===== src/rtl/data_bus_demux_pkg.sv =====
// Shared bus constants, target index type and the default SoC address map
// used by the data bus splitter.
package data_bus_demux_pkg;

    localparam int BUS_AW     = 32;
    localparam int BUS_DW     = 32;
    localparam int MAX_SLAVES = 8;
    localparam int TGT_W      = 4;

    // Wide enough for slave indices 0..7 plus the internal error target.
    typedef logic [TGT_W-1:0] tgt_idx_t;

    typedef enum logic [1:0] {
        SLV_RAM   = 2'd0,
        SLV_GPIO  = 2'd1,
        SLV_UART  = 2'd2,
        SLV_TIMER = 2'd3
    } soc_slv_e;

    localparam int       SOC_NUM_SLAVES = 4;
    localparam tgt_idx_t ERR_TGT        = tgt_idx_t'(SOC_NUM_SLAVES);

    localparam logic [SOC_NUM_SLAVES-1:0][BUS_AW-1:0] SOC_SLV_BASE = {
        32'h1000_2000,
        32'h1000_1000,
        32'h1000_0000,
        32'h0000_0000
    };

    localparam logic [SOC_NUM_SLAVES-1:0][BUS_AW-1:0] SOC_SLV_MASK = {
        32'hFFFF_F000,
        32'hFFFF_F000,
        32'hFFFF_F000,
        32'hFFFF_0000
    };

    // The error target always sits one past the last real slave.
    function automatic tgt_idx_t err_tgt(input int num_slaves);
        return tgt_idx_t'(num_slaves);
    endfunction

endpackage


===== src/rtl/data_bus_demux_if.sv =====
// Core data bus between the processor and the splitter, plus the broadcast
// slave-side bus from the splitter to its N slaves.
interface data_bus_demux_if #(
    parameter int NUM_SLAVES = 4,
    parameter int ADDR_WIDTH = 32,
    parameter int DATA_WIDTH = 32
);
    localparam int BE_W = DATA_WIDTH / 8;

    logic                             data_req;
    logic                             data_we;
    logic [BE_W-1:0]                  data_be;
    logic [ADDR_WIDTH-1:0]            data_addr;
    logic [DATA_WIDTH-1:0]            data_wdata;
    logic                             data_gnt;
    logic                             data_rvalid;
    logic [DATA_WIDTH-1:0]            data_rdata;
    logic                             data_err;

    logic [NUM_SLAVES-1:0]            s_req;
    logic                             s_we;
    logic [BE_W-1:0]                  s_be;
    logic [ADDR_WIDTH-1:0]            s_addr;
    logic [DATA_WIDTH-1:0]            s_wdata;
    logic [NUM_SLAVES-1:0]            s_gnt;
    logic [NUM_SLAVES-1:0]            s_rvalid;
    logic [NUM_SLAVES*DATA_WIDTH-1:0] s_rdata;
    logic [NUM_SLAVES-1:0]            s_err;

    // Processor side of the core bus.
    modport master (
        output data_req, data_we, data_be, data_addr, data_wdata,
        input  data_gnt, data_rvalid, data_rdata, data_err
    );

    // Splitter side of the core bus.
    modport slave (
        input  data_req, data_we, data_be, data_addr, data_wdata,
        output data_gnt, data_rvalid, data_rdata, data_err
    );

    // Splitter driving the slave ports.
    modport fabric (
        output s_req, s_we, s_be, s_addr, s_wdata,
        input  s_gnt, s_rvalid, s_rdata, s_err
    );

    // Slave population answering the splitter.
    modport periph (
        input  s_req, s_we, s_be, s_addr, s_wdata,
        output s_gnt, s_rvalid, s_rdata, s_err
    );

endinterface


===== src/rtl/data_bus_demux_decode.sv =====
// Pure combinational address decoder: base/mask match per slave, lowest index
// wins on overlap, no match selects the error target.
module data_bus_demux_decode
    import data_bus_demux_pkg::*;
#(
    parameter int NUM_SLAVES = 4,
    parameter int ADDR_WIDTH = 32,
    parameter logic [NUM_SLAVES-1:0][ADDR_WIDTH-1:0] SLV_BASE = '0,
    parameter logic [NUM_SLAVES-1:0][ADDR_WIDTH-1:0] SLV_MASK = '0
) (
    input  logic [ADDR_WIDTH-1:0] addr,
    output logic                  hit,
    output tgt_idx_t              tgt
);

    always_comb begin
        hit = 1'b0;
        tgt = err_tgt(NUM_SLAVES);
        // Scan downwards so the lowest matching index is the last one written.
        for (int i = NUM_SLAVES - 1; i >= 0; i--) begin
            if ((addr & SLV_MASK[i]) == SLV_BASE[i]) begin
                hit = 1'b1;
                tgt = tgt_idx_t'(i);
            end
        end
    end

endmodule


===== src/rtl/data_bus_demux.sv =====
// 1-to-N data bus splitter: decodes the address, forwards requests to one slave,
// tracks outstanding transactions and returns responses in issue order.
module data_bus_demux
    import data_bus_demux_pkg::*;
#(
    parameter int NUM_SLAVES      = 4,
    parameter int ADDR_WIDTH      = BUS_AW,
    parameter int DATA_WIDTH      = BUS_DW,
    parameter int MAX_OUTSTANDING = 2,
    parameter logic [NUM_SLAVES-1:0][ADDR_WIDTH-1:0] SLV_BASE = '0,
    parameter logic [NUM_SLAVES-1:0][ADDR_WIDTH-1:0] SLV_MASK = '0
) (
    input  logic              clk,
    input  logic              rst,
    data_bus_demux_if.slave   mst,
    data_bus_demux_if.fabric  slv,
    output logic              proto_fault
);

    localparam int                CNT_W    = $clog2(MAX_OUTSTANDING + 1);
    localparam logic [CNT_W-1:0]  CNT_MAX  = CNT_W'(MAX_OUTSTANDING);
    localparam logic [CNT_W-1:0]  CNT_ONE  = CNT_W'(1);
    localparam tgt_idx_t          TGT_ERR  = err_tgt(NUM_SLAVES);

    logic                  dec_hit;
    tgt_idx_t              dec_tgt;
    tgt_idx_t              cur_tgt;
    logic [CNT_W-1:0]      cnt;
    logic                  err_pend;
    logic                  pf_q;

    logic                  allow;
    logic                  issue;
    logic                  tgt_gnt;
    logic                  hs;
    logic                  rsp;
    logic [NUM_SLAVES-1:0] req_vec;
    logic [NUM_SLAVES-1:0] spur;
    logic                  cur_rvalid;
    logic [DATA_WIDTH-1:0] cur_rdata;
    logic                  cur_err;

    data_bus_demux_decode #(
        .NUM_SLAVES (NUM_SLAVES),
        .ADDR_WIDTH (ADDR_WIDTH),
        .SLV_BASE   (SLV_BASE),
        .SLV_MASK   (SLV_MASK)
    ) u_decode (
        .addr (mst.data_addr),
        .hit  (dec_hit),
        .tgt  (dec_tgt)
    );

    // A new target may only be opened once everything in flight has drained,
    // which is what keeps responses in issue order across slaves.
    assign allow = !rst && (cnt < CNT_MAX) && ((cnt == '0) || (dec_tgt == cur_tgt));
    assign issue = allow && mst.data_req;

    always_comb begin
        tgt_gnt = 1'b0;
        req_vec = '0;
        for (int i = 0; i < NUM_SLAVES; i++) begin
            if (dec_hit && (dec_tgt == tgt_idx_t'(i))) begin
                tgt_gnt    = slv.s_gnt[i];
                req_vec[i] = issue;
            end
        end
    end

    // Unmapped accesses are accepted immediately and answered by err_pend.
    assign mst.data_gnt = issue && (dec_hit ? tgt_gnt : 1'b1);
    assign hs           = mst.data_gnt;

    assign slv.s_req   = req_vec;
    assign slv.s_we    = !rst && mst.data_we;
    assign slv.s_be    = rst ? '0 : mst.data_be;
    assign slv.s_addr  = rst ? '0 : mst.data_addr;
    assign slv.s_wdata = rst ? '0 : mst.data_wdata;

    // Response select; any rvalid not belonging to the open target is spurious.
    always_comb begin
        cur_rvalid = 1'b0;
        cur_rdata  = '0;
        cur_err    = 1'b0;
        spur       = slv.s_rvalid;
        if (cur_tgt == TGT_ERR) begin
            cur_rvalid = err_pend;
            cur_err    = 1'b1;
        end else begin
            for (int i = 0; i < NUM_SLAVES; i++) begin
                if ((cur_tgt == tgt_idx_t'(i)) && (cnt != '0)) begin
                    cur_rvalid = slv.s_rvalid[i];
                    cur_rdata  = slv.s_rdata[i*DATA_WIDTH +: DATA_WIDTH];
                    cur_err    = slv.s_err[i];
                    spur[i]    = 1'b0;
                end
            end
        end
    end

    assign rsp             = !rst && cur_rvalid;
    assign mst.data_rvalid = rsp;
    assign mst.data_rdata  = rsp ? cur_rdata : '0;
    assign mst.data_err    = rsp && cur_err;
    assign proto_fault     = !rst && pf_q;

    always_ff @(posedge clk) begin
        if (rst) begin
            cnt      <= '0;
            cur_tgt  <= '0;
            err_pend <= 1'b0;
            pf_q     <= 1'b0;
        end else begin
            if (hs) begin
                cur_tgt <= dec_tgt;
            end
            if (hs && !rsp) begin
                cnt <= cnt + CNT_ONE;
            end else if (!hs && rsp) begin
                cnt <= cnt - CNT_ONE;
            end
            err_pend <= hs && !dec_hit;
            pf_q     <= |spur;
        end
    end

endmodule


===== src/flat_wrapper.sv =====
// flat-port wrapper written by rule: the top's interface ports become plain ports
module data_bus_demux_flat import data_bus_demux_pkg::*;
#(
    parameter int NUM_SLAVES      = 4,
    parameter int ADDR_WIDTH      = BUS_AW,
    parameter int DATA_WIDTH      = BUS_DW,
    parameter int MAX_OUTSTANDING = 2,
    parameter logic [NUM_SLAVES-1:0][ADDR_WIDTH-1:0] SLV_BASE = '0,
    parameter logic [NUM_SLAVES-1:0][ADDR_WIDTH-1:0] SLV_MASK = '0
)
  (clk, rst, proto_fault, mst_data_req, mst_data_we, mst_data_be, mst_data_addr, mst_data_wdata, mst_data_gnt, mst_data_rvalid, mst_data_rdata, mst_data_err, slv_s_req, slv_s_we, slv_s_be, slv_s_addr, slv_s_wdata, slv_s_gnt, slv_s_rvalid, slv_s_rdata, slv_s_err);
  data_bus_demux_if #(.NUM_SLAVES(NUM_SLAVES), .ADDR_WIDTH(ADDR_WIDTH), .DATA_WIDTH(DATA_WIDTH)) mst_i ();
  data_bus_demux_if #(.NUM_SLAVES(NUM_SLAVES), .ADDR_WIDTH(ADDR_WIDTH), .DATA_WIDTH(DATA_WIDTH)) slv_i ();
  input  logic clk;
  input  logic rst;
  output logic proto_fault;
  input wire logic [$bits(mst_i.data_req)-1:0] mst_data_req;
  input wire logic [$bits(mst_i.data_we)-1:0] mst_data_we;
  input wire logic [$bits(mst_i.data_be)-1:0] mst_data_be;
  input wire logic [$bits(mst_i.data_addr)-1:0] mst_data_addr;
  input wire logic [$bits(mst_i.data_wdata)-1:0] mst_data_wdata;
  output wire logic [$bits(mst_i.data_gnt)-1:0] mst_data_gnt;
  output wire logic [$bits(mst_i.data_rvalid)-1:0] mst_data_rvalid;
  output wire logic [$bits(mst_i.data_rdata)-1:0] mst_data_rdata;
  output wire logic [$bits(mst_i.data_err)-1:0] mst_data_err;
  output wire logic [$bits(slv_i.s_req)-1:0] slv_s_req;
  output wire logic [$bits(slv_i.s_we)-1:0] slv_s_we;
  output wire logic [$bits(slv_i.s_be)-1:0] slv_s_be;
  output wire logic [$bits(slv_i.s_addr)-1:0] slv_s_addr;
  output wire logic [$bits(slv_i.s_wdata)-1:0] slv_s_wdata;
  input wire logic [$bits(slv_i.s_gnt)-1:0] slv_s_gnt;
  input wire logic [$bits(slv_i.s_rvalid)-1:0] slv_s_rvalid;
  input wire logic [$bits(slv_i.s_rdata)-1:0] slv_s_rdata;
  input wire logic [$bits(slv_i.s_err)-1:0] slv_s_err;
  assign mst_i.data_req = mst_data_req;
  assign mst_i.data_we = mst_data_we;
  assign mst_i.data_be = mst_data_be;
  assign mst_i.data_addr = mst_data_addr;
  assign mst_i.data_wdata = mst_data_wdata;
  assign mst_data_gnt = mst_i.data_gnt;
  assign mst_data_rvalid = mst_i.data_rvalid;
  assign mst_data_rdata = mst_i.data_rdata;
  assign mst_data_err = mst_i.data_err;
  assign slv_s_req = slv_i.s_req;
  assign slv_s_we = slv_i.s_we;
  assign slv_s_be = slv_i.s_be;
  assign slv_s_addr = slv_i.s_addr;
  assign slv_s_wdata = slv_i.s_wdata;
  assign slv_i.s_gnt = slv_s_gnt;
  assign slv_i.s_rvalid = slv_s_rvalid;
  assign slv_i.s_rdata = slv_s_rdata;
  assign slv_i.s_err = slv_s_err;
  data_bus_demux #(.NUM_SLAVES(NUM_SLAVES), .ADDR_WIDTH(ADDR_WIDTH), .DATA_WIDTH(DATA_WIDTH), .MAX_OUTSTANDING(MAX_OUTSTANDING), .SLV_BASE(SLV_BASE), .SLV_MASK(SLV_MASK)) u_core (.clk(clk), .rst(rst), .mst(mst_i), .slv(slv_i), .proto_fault(proto_fault));
endmodule

===== config.mk =====
export PLATFORM = sky130hd
export DESIGN_NAME = data_bus_demux_flat
export DESIGN_NICKNAME = d
export VERILOG_FILES = /design/src/rtl/data_bus_demux_pkg.sv /design/src/rtl/data_bus_demux_if.sv /design/src/rtl/data_bus_demux_decode.sv /design/src/rtl/data_bus_demux.sv /design/src/flat_wrapper.sv
export SDC_FILE = /design/constraint.sdc
export NUM_CORES = 1
export LEC_CHECK = 0
export BUFFER_PORTS_ARGS = -buffer_cell sky130_fd_sc_hd__buf_2
export CAP_MARGIN = 20
export CORE_AREA = 3 3 123 125
export DETAILED_ROUTE_END_ITERATION = 10
export DIE_AREA = 0 0 126 128
export PLACE_DENSITY = 0.41
export SLEW_MARGIN = 20
export SYNTH_ARGS = -nofsm -noshare
export SYNTH_HDL_FRONTEND = slang
export SYNTH_SLANG_ARGS = --single-unit

===== constraint.sdc =====
create_clock -name clk -period 4.7 [get_ports clk]
set_input_delay 0.705 -clock clk [delete_from_list [all_inputs] [get_ports clk]]
set_output_delay 0.705 -clock clk [all_outputs]
set_load 0.02 [all_outputs]

# [Word-level counts from Yosys, hierarchy flattened]
# Index checks and enable logic that the tools add are counted.
[totals] mem_count=0 register_bits=3 in_bits=212 word_cells=30 ram_bits=0 mem_bits_ro=0 out_inout_bits=109 latchBits=0
[op_classes] addsub=2 eq_ne=0 n_div=0 order_cmp=1 shift=0 muxes=10 n_bitwise=0 n_reduce_logical=15 mul=0
[op_table] cell="$mux W32" n=4
[op_table] cell="$logic_and A1 B1 Y1" n=9
[op_table] cell="$mux W2" n=2
[op_table] cell="$mux W4" n=1
[op_table] cell="$reduce_bool A2 Y1" n=2
[op_table] cell="$reduce_or A4 Y1" n=1
[op_table] cell="$logic_not A1 Y1" n=3
[op_table] cell="$mux W1" n=3
[op_table] cell="$add A2 B1 Y2 const B" n=1
[op_table] cell="$lt A2 B2 Y1 const B" n=1
[op_table] cell="$sub A2 B1 Y2 const B" n=1

# [Depth between registers and ports, before layout]
# Gate-level depths: netlist of the first run.
[logic_depth] depth_word=8 depth_mapped=8

# [Modules after synthesis]
# From an unflattened synthesis of the first run, not the netlist that was laid out.
[hier_totals] cells_unflattened=248 area_unflattened_um2=2153.3
[by_module_without_submodules] module="data_bus_demux" cells_per_inst=241 area_each_um2=2108.3 seq_area_each_um2=160.2 n_inst=1
[by_module_without_submodules] module="data_bus_demux_decode" cells_per_inst=7 area_each_um2=45.0 seq_area_each_um2=0.0 n_inst=1

# [Worst setup path after synthesis of the first run]
# No wires, ideal clock.
[synth_path] path_kind="input port to flip-flop" from="in rst" to="reg u_core.cnt[1]" stages=6 arrival_ns=2.031 setup_time_ns=0.071 required_ns=4.629 path_slack_ns=2.598 n_path_buf=1 cell_sequence="nor3b_4 -> buf_6 -> inv_1 -> ha_1 -> or3_1 -> a21oi_1"
[synth_between] elab_cells_between_ends=11 classes_between="mux: 1; reduce/logical: 10"
[synth_rtl] item="from (decl)" line="flat_wrapper.sv:15" source="input logic rst;"
[synth_rtl] item="$logic_not A1 Y1 *" line="data_bus_demux.sv:101" source="assign rsp = !rst && cur_rvalid;"
[synth_rtl] item="$logic_and A1 B1 Y1 *" line="data_bus_demux.sv:101"
[synth_rtl] item="named net mst_data_rvalid" line="flat_wrapper.sv:23" source="output wire logic [$bits(mst_i.data_rvalid)-1:0] mst_data_rvalid;"
[synth_rtl] item="$logic_not A1 Y1" line="data_bus_demux.sv:117" source="if (hs && !rsp) begin"
[synth_rtl] item="$logic_and A1 B1 Y1" line="data_bus_demux.sv:117"
[synth_rtl] item="$mux W2 / $reduce_bool A2 Y1 (equally long branches)"
[synth_rtl] item="to (signal assigned)" line="data_bus_demux.sv:118" source="cnt <= cnt + CNT_ONE;"
[synth_rtl] item="to (signal assigned)" line="data_bus_demux.sv:120" source="cnt <= cnt - CNT_ONE;"
[synth_rtl] item="to (decl)" line="data_bus_demux.sv:28" source="logic [CNT_W-1:0] cnt;"
# Mark *: on every way through the listed nets, which the timed path passes. The rest lies on a longest branch.
# A chain may end at the register's enable or synchronous reset.

# [Worst setup path in the final report of the first run]
[layout_path] from="in rst" to="out mst_data_gnt"
[layout_between] elab_chain_cells=4
[layout_lines] item="$logic_not A1 Y1" line="data_bus_demux.sv:56" source="assign allow = !rst && (cnt < CNT_MAX) && ((cnt == '0) || (dec_tgt == cur_tgt));"
[layout_lines] item="$logic_and A1 B1 Y1" line="data_bus_demux.sv:56"
[layout_lines] item="$logic_and A1 B1 Y1" line="data_bus_demux.sv:57" source="assign issue = allow && mst.data_req;"
[layout_lines] item="$logic_and A1 B1 Y1" line="data_bus_demux.sv:71" source="assign mst.data_gnt = issue && (dec_hit ? tgt_gnt : 1'b1);"
[layout_lines] item="to (decl)" line="flat_wrapper.sv:22" source="output wire logic [$bits(mst_i.data_gnt)-1:0] mst_data_gnt;"
# No other way between the ends.

==> flow_summary.json, run 1 <==
{
  "worst-path-buf-inv": 3,
  "end_kind": "primary output",
  "fillCellCount": 1617,
  "syn_inst": 137,
  "ant_nets": 0,
  "period_needed_ns": 2.721,
  "timing.rr.start": "u_core.cnt[0]",
  "fmax_mhz": 367.5,
  "wl_per_cell_um": 9.139,
  "grt_max_degree": 75,
  "grt_pass1_vias": 1625,
  "start_kind": "input port",
  "ff2ff_path_depth": 6,
  "leakagePower_nw": 1.345,
  "maxCapViolations": 0,
  "synthDistinctLibCells": 20,
  "grt-ovfl-total": 0,
  "hold_violations": 0,
  "holdWs_ns": 0.5186,
  "clock-sinks": 3,
  "synth_top_area_share": 0.4723,
  "hold_depth": 2,
  "yosysSeqAreaShare": 0.06478,
  "placed_cells": 520,
  "netlist_area_um2": 927.1,
  "port-buffer-count": 215,
  "die_y_um": 128,
  "holdPathEnd": "u_core.cnt[1]",
  "routed_via_density": 3.195,
  "final_nets": 558,
  "stdcell_count": 524,
  "max_stage_delay_ns": 0.55,
  "wirelength_um": 4789,
  "die-width_um": 126,
  "dp_hpwl_um": 4289,
  "io_pins": 321,
  "grtUsageTotal": 0.05115,
  "vias": 1674,
  "drt-met1-wl_um": 1229,
  "clockBufferDepth": 2,
  "top_layer": "met4",
  "rrSetupSlack_ns": 2.46,
  "r2r-end": "u_core.cnt[1]",
  "status": "finished, final reports clean",
  "cp_cell_sequence": "buf_2 > buf_4 > nor2_1 > and3_1 > buf_2",
  "yosysWarningCount": 0,
  "crit_top_cell": "buf_2",
  "fp-row-count": 43,
  "dr_wl_met2_um": 2801,
  "antenna_found_initial": 0,
  "grt_setup_unrepaired": "false",
  "period_share": 0.5790,
  "fp.coreArea_um2": 13990,
  "path_clk_slew_ns": 0.03,
  "ys_top_cells_by_area": "nor2b_1 (47%), and2_1 (14%), and2_2 (11%), dfxtp_1 (6.5%), buf_6 (3.6%)",
  "worstMarginPinSlew_ns": 0.8920,
  "area_growth_pct": 140.2,
  "min_from": "u_core.cnt[1]",
  "ys_ff_latch": 3,
  "cts.repair.resized": 0,
  "min_path_type": "reg2reg",
  "cts_root_buf": "clkbuf_16",
  "post_cts_buffers": 0,
  "ir_drop_uv": 89.30,
  "syn_avg_cell_area_um2": 6.767,
  "dr_wl_met3_um": 704,
  "die-area_um2": 16130,
  "critPathKind": "in2out",
  "cp_slowest_cell": "buf_4",
  "dr.pass1.iters": 2,
  "cts_tree": "built",
  "worst_slew_margin_rel": 0.4047,
  "clock_skew_ns": 0.001558,
  "crit_fanout": 74,
  "maxSlewViolCount": 0,
  "n_antenna_cell": 0,
  "htreeDepth": 1,
  "crit_family": "buffers and inverters",
  "p_per_area_nw_per_um2": 164.9,
  "drive_gt1_frac": 0.6802,
  "finalSetupTns_ns": 0,
  "routabilityCongestion": 0.8025,
  "grt_first_pass_wirelength_um": 6720,
  "yosys.area.top_type": "nor2b_1",
  "cp.arrival_ns": 2.02,
  "required_ns": 3.99,
  "post-route-drc-count": 0,
  "cts_hold_buffers": 0,
  "initial_utilization": 0.06628,
  "clk-insertion-delay-late_ns": 0.23,
  "drtIter0Drc": 13,
  "final-setup-viol-count": 0,
  "numCtsBuffers": 3
}
cells in the final DEF (no fill, tap or decap):
cell type  Yosys  final
conb_1         1      3
nor2_1         3      3
buf_2          1    215
a2111oi_0      1      1
and2_2        13     13
nor2_2         1      1
ha_1           1      1
and2_1        21     21
o21ai_0        1      1
clkbuf_16      0      3
buf_4          4      1
a21oi_1        1      1
nor2b_1       70     70
and3_1         1      1
clkbuf_1       7      1
or3_1          1      1
dfxtp_1        3      3
xor2_1         2      2
nor3b_4        1      1
inv_1          1      1
worst max path at each step:
stage	end	start	slack, ns	cells past startpoint
floorplan	u_core.cnt[1]	rst	2.60	6
global placement	u_core.cnt[1]	rst	1.90	7
detailed placement	u_core.cnt[1]	rst	1.85	7
CTS	mst_data_gnt	rst	1.89	5
global route	mst_data_rdata[25]	rst	1.78	4
finish	mst_data_gnt	rst	1.98	5
layer usage:
metal | GRT usage | vias to the layer above
li1 | - | 813
met1 | 0.03457 | 701
met2 | 0.1177 | 154
met3 | 0.01917 | 6
met4 | 0.01767 | 0
met5 | 0 | -
power breakdown:
part / internal, W / total [W] / switching [W]
logic: 0.0000871 / 0.000199 / 0.000112
clock network: 0.000112 / 0.000137 / 0.0000253
registers: 0.0000285 / 0.0000310 / 0.00000244
total: 0.000228 / 0.000367 / 0.000140
cell type report:
| cell class | instances | area, µm² | share of cell area |
|---|---|---|---|
| clock buffer | 4 | 78.83 | 0.03539 |
| inverter | 1 | 3.754 | 0.001685 |
| tap | 180 | 225.2 | 0.1011 |
| sequential | 3 | 60.06 | 0.02697 |
| timing repair buffer | 216 | 1084 | 0.4865 |
| multi-input combinational | 120 | 775.7 | 0.3483 |
cells in the mapped netlist, drive strengths merged:
master and n:
and3 1, nor3b 1, or3 1, nor2b 70, nor2 4, o21ai 1
buf 8, xor2 2, ha 1, conb 1, and2 34, dfxtp 3
a21oi 1, clkbuf 7, a2111oi 1, inv 1
worst min-delay path: cells and delay by family, from the launching register on:
family	cells	cell delay, ns
AOI/OAI and AO/OA	2	0.14
DFF	1	0.32
flip-flops by register name, indices dropped and copies added (netlist names):
| signal | flops |
|---|---|
| u_core.cnt | 2 |
| u_core.pf_q | 1 |
cell families (layout without fill, tap and decap cells):
kind of cell / Yosys count / count (layout) / share of synthesized area
flops: 3 / 3 / 0.06478
other cells: 1 / 3 / 0.004045
xor+xnor: 2 / 2 / 0.01890
buf+inv: 16 / 221 / 0.1066
compound gates: 3 / 3 / 0.02023
fa+ha+maj: 1 / 1 / 0.01349
simple gates: 111 / 111 / 0.7719
metrics by stage:
step           worst slack, ns  instance area (µm²)  utilization  total power, W
3_5_place_dp             1.846                 2148       0.1536       0.0002331
3_3_place_gp             1.902                 2148       0.1536       0.0002327
2_1_floorplan            2.598                934.6            -       0.0001495
6_report                 1.979                 2227       0.1592       0.0003673
4_1_cts                  1.887                 2227       0.1592       0.0003740
5_1_grt                  1.783                 2227       0.1592       0.0003886
Power figures use the tool's default switching activity.
==> inputs of run 2 (changes only) <==
==> constraint.sdc (replaced) <==
create_clock -name clk -period 2.7 [get_ports clk]
set_input_delay 0.405 -clock clk [delete_from_list [all_inputs] [get_ports clk]]
set_output_delay 0.405 -clock clk [all_outputs]
set_load 0.02 [all_outputs]
==> flow_summary.json, run 2 (synthesis gave the netlist of run 1 again) <==
{
  "status": "finished, final reports clean",
  "n_antenna_cell": 0,
  "finalSetupTns_ns": 0,
  "grt_busiest_layer": "met2",
  "power.switching_w": 0.0002410,
  "cp.arrival_ns": 1.51,
  "clock_skew_ns": 0.0004015,
  "use_met1": 0.03657,
  "dp_hpwl_um": 4329,
  "cts_root_buf": "clkbuf_16",
  "layout_commonest_cell": "buf_2",
  "post-route-drc-count": 0,
  "ant_nets": 0,
  "setup_ws_ns": 0.7851,
  "cts_hold_buffers": 0,
  "dr.pass1.iters": 4,
  "drtIter0Drc": 18,
  "required_ns": 2.30,
  "routed_via_density": 3.170,
  "cts.repair.resized": 0,
  "path_clk_slew_ns": 0.03,
  "grt_max_degree": 74,
  "htreeDepth": 1,
  "grt_use_met3": 0.01875,
  "intPower_w": 0.0003971,
  "antenna_found_initial": 0,
  "wirelength_um": 4811,
  "largest_register_ffs": 2,
  "die_y_um": 128,
  "pwr-share-comb": 0.547,
  "p_per_area_nw_per_um2": 285.6,
  "period_needed_ns": 1.915,
  "final-setup-viol-count": 0,
  "maxCapViolations": 0,
  "leakagePower_nw": 1.350,
  "grt_setup_unrepaired": "false",
  "worst_slew_margin_rel": 0.5570,
  "grt_first_pass_wirelength_um": 6796,
  "holdWs_ns": 0.4033,
  "p_total_w": 0.0006381,
  "vias": 1664,
  "routabilityCongestion": 0.8066,
  "period_share": 0.7092,
  "maxSlewViolCount": 0,
  "die-area_um2": 16130,
  "critPathKind": "reg2out",
  "top_register": "u_core.cnt",
  "final_cell_mix": "buf_2 (215), nor2b_1 (70), and2_1 (21)",
  "min_path_type": "in2reg",
  "met2_usage": 0.1199,
  "final_nets": 559,
  "regArea_um2": 60.06,
  "pre_cts_ws_ns": 0.7030,
  "hold_violations": 0,
  "reg.largest.list": "u_core.cnt: 2 flops, u_core.pf_q: 1 flops",
  "post_cts_buffers": 0,
  "numCtsBuffers": 3,
  "fp.coreArea_um2": 13990,
  "drive_gt1_frac": 0.6812,
  "pwr-share-clk": 0.368,
  "cts_tree": "built",
  "area_growth_pct": 141.0,
  "switching_share": 0.3776,
  "io_pins": 321,
  "end_kind": "primary output",
  "port-buffer-count": 215,
  "seq_power_share": 0.085,
  "start_kind": "flip-flop",
  "fp-row-count": 43,
  "grtUsageTotal": 0.05185,
  "fmax_mhz": 522.2,
  "grt-ovfl-total": 0,
  "wl_per_cell_um": 9.164,
  "post-route-util": 0.1598,
  "die-width_um": 126,
  "ir_drop_uv": 147.1,
  "grt_pass1_vias": 1546,
  "fillCellCount": 1598,
  "clock-sinks": 3,
  "multiInputGateArea_um2": 775.7,
  "clk-insertion-delay-late_ns": 0.22,
  "clockBufferDepth": 2,
  "worstMarginPinSlew_ns": 0.6645,
  "initial_utilization": 0.06628,
  "crit_fanout": 34
}
-- run 2: changes by cell type in the layout (fill, tap and decap cells not counted) --
cell / change
buf_4: +1
-- run 2: worst max-delay path, cell delays in order (launching register included) --
cell	delay, ns
dfxtp_1	0.38
nor2_2	0.08
nor3b_4	0.21
buf_4	0.28
and2_2	0.18
buf_2	0.16
-- run 2: metrics by stage --
stage	instances	area, µm²
floorplan	139	934.6
global placement	521	2156
detailed placement	521	2156
CTS	525	2235
global route	525	2235
finish	525	2235
-- run 2: power by group through the flow --
stage / logic, W / clock network, W / registers (W)
2_1_floorplan: 0.000206 / 0 / 0.0000539
4_1_cts: 0.000355 / 0.000239 / 0.0000540
3_3_place_gp: 0.000351 / 0 / 0.0000545
5_1_grt: 0.000378 / 0.000243 / 0.0000547
6_report: 0.000349 / 0.000235 / 0.0000540
3_5_place_dp: 0.000353 / 0 / 0.0000546
-- run 2: worst paths after layout --
| check | from | endpoint | slack, ns | cells after the start |
|---|---|---|---|---|
| min | slv_s_rvalid[2] | u_core.pf_q | 0.40 | 3 |
| max reg2reg | u_core.cnt[1] | u_core.cnt[1] | 0.96 | 5 |
| max | u_core.cnt[0] | mst_data_rdata[1] | 0.79 | 5 |
| min reg2reg | u_core.cnt[1] | u_core.cnt[1] | 0.53 | 2 |
-- run 2: layer usage --
layer | up-vias | wire length (µm)
li1 | 815 | -
met1 | 698 | 1254
met2 | 149 | 2838
met3 | 2 | 703
met4 | 0 | 14
met5 | - | 0
-- run 2: final cells by class --
cell class                 count  share of cell area
inverter                       1            0.001680
timing repair buffer         217              0.4882
multi-input combinational    120              0.3471
sequential                     3             0.02688
tap                          180              0.1008
clock buffer                   4             0.03527
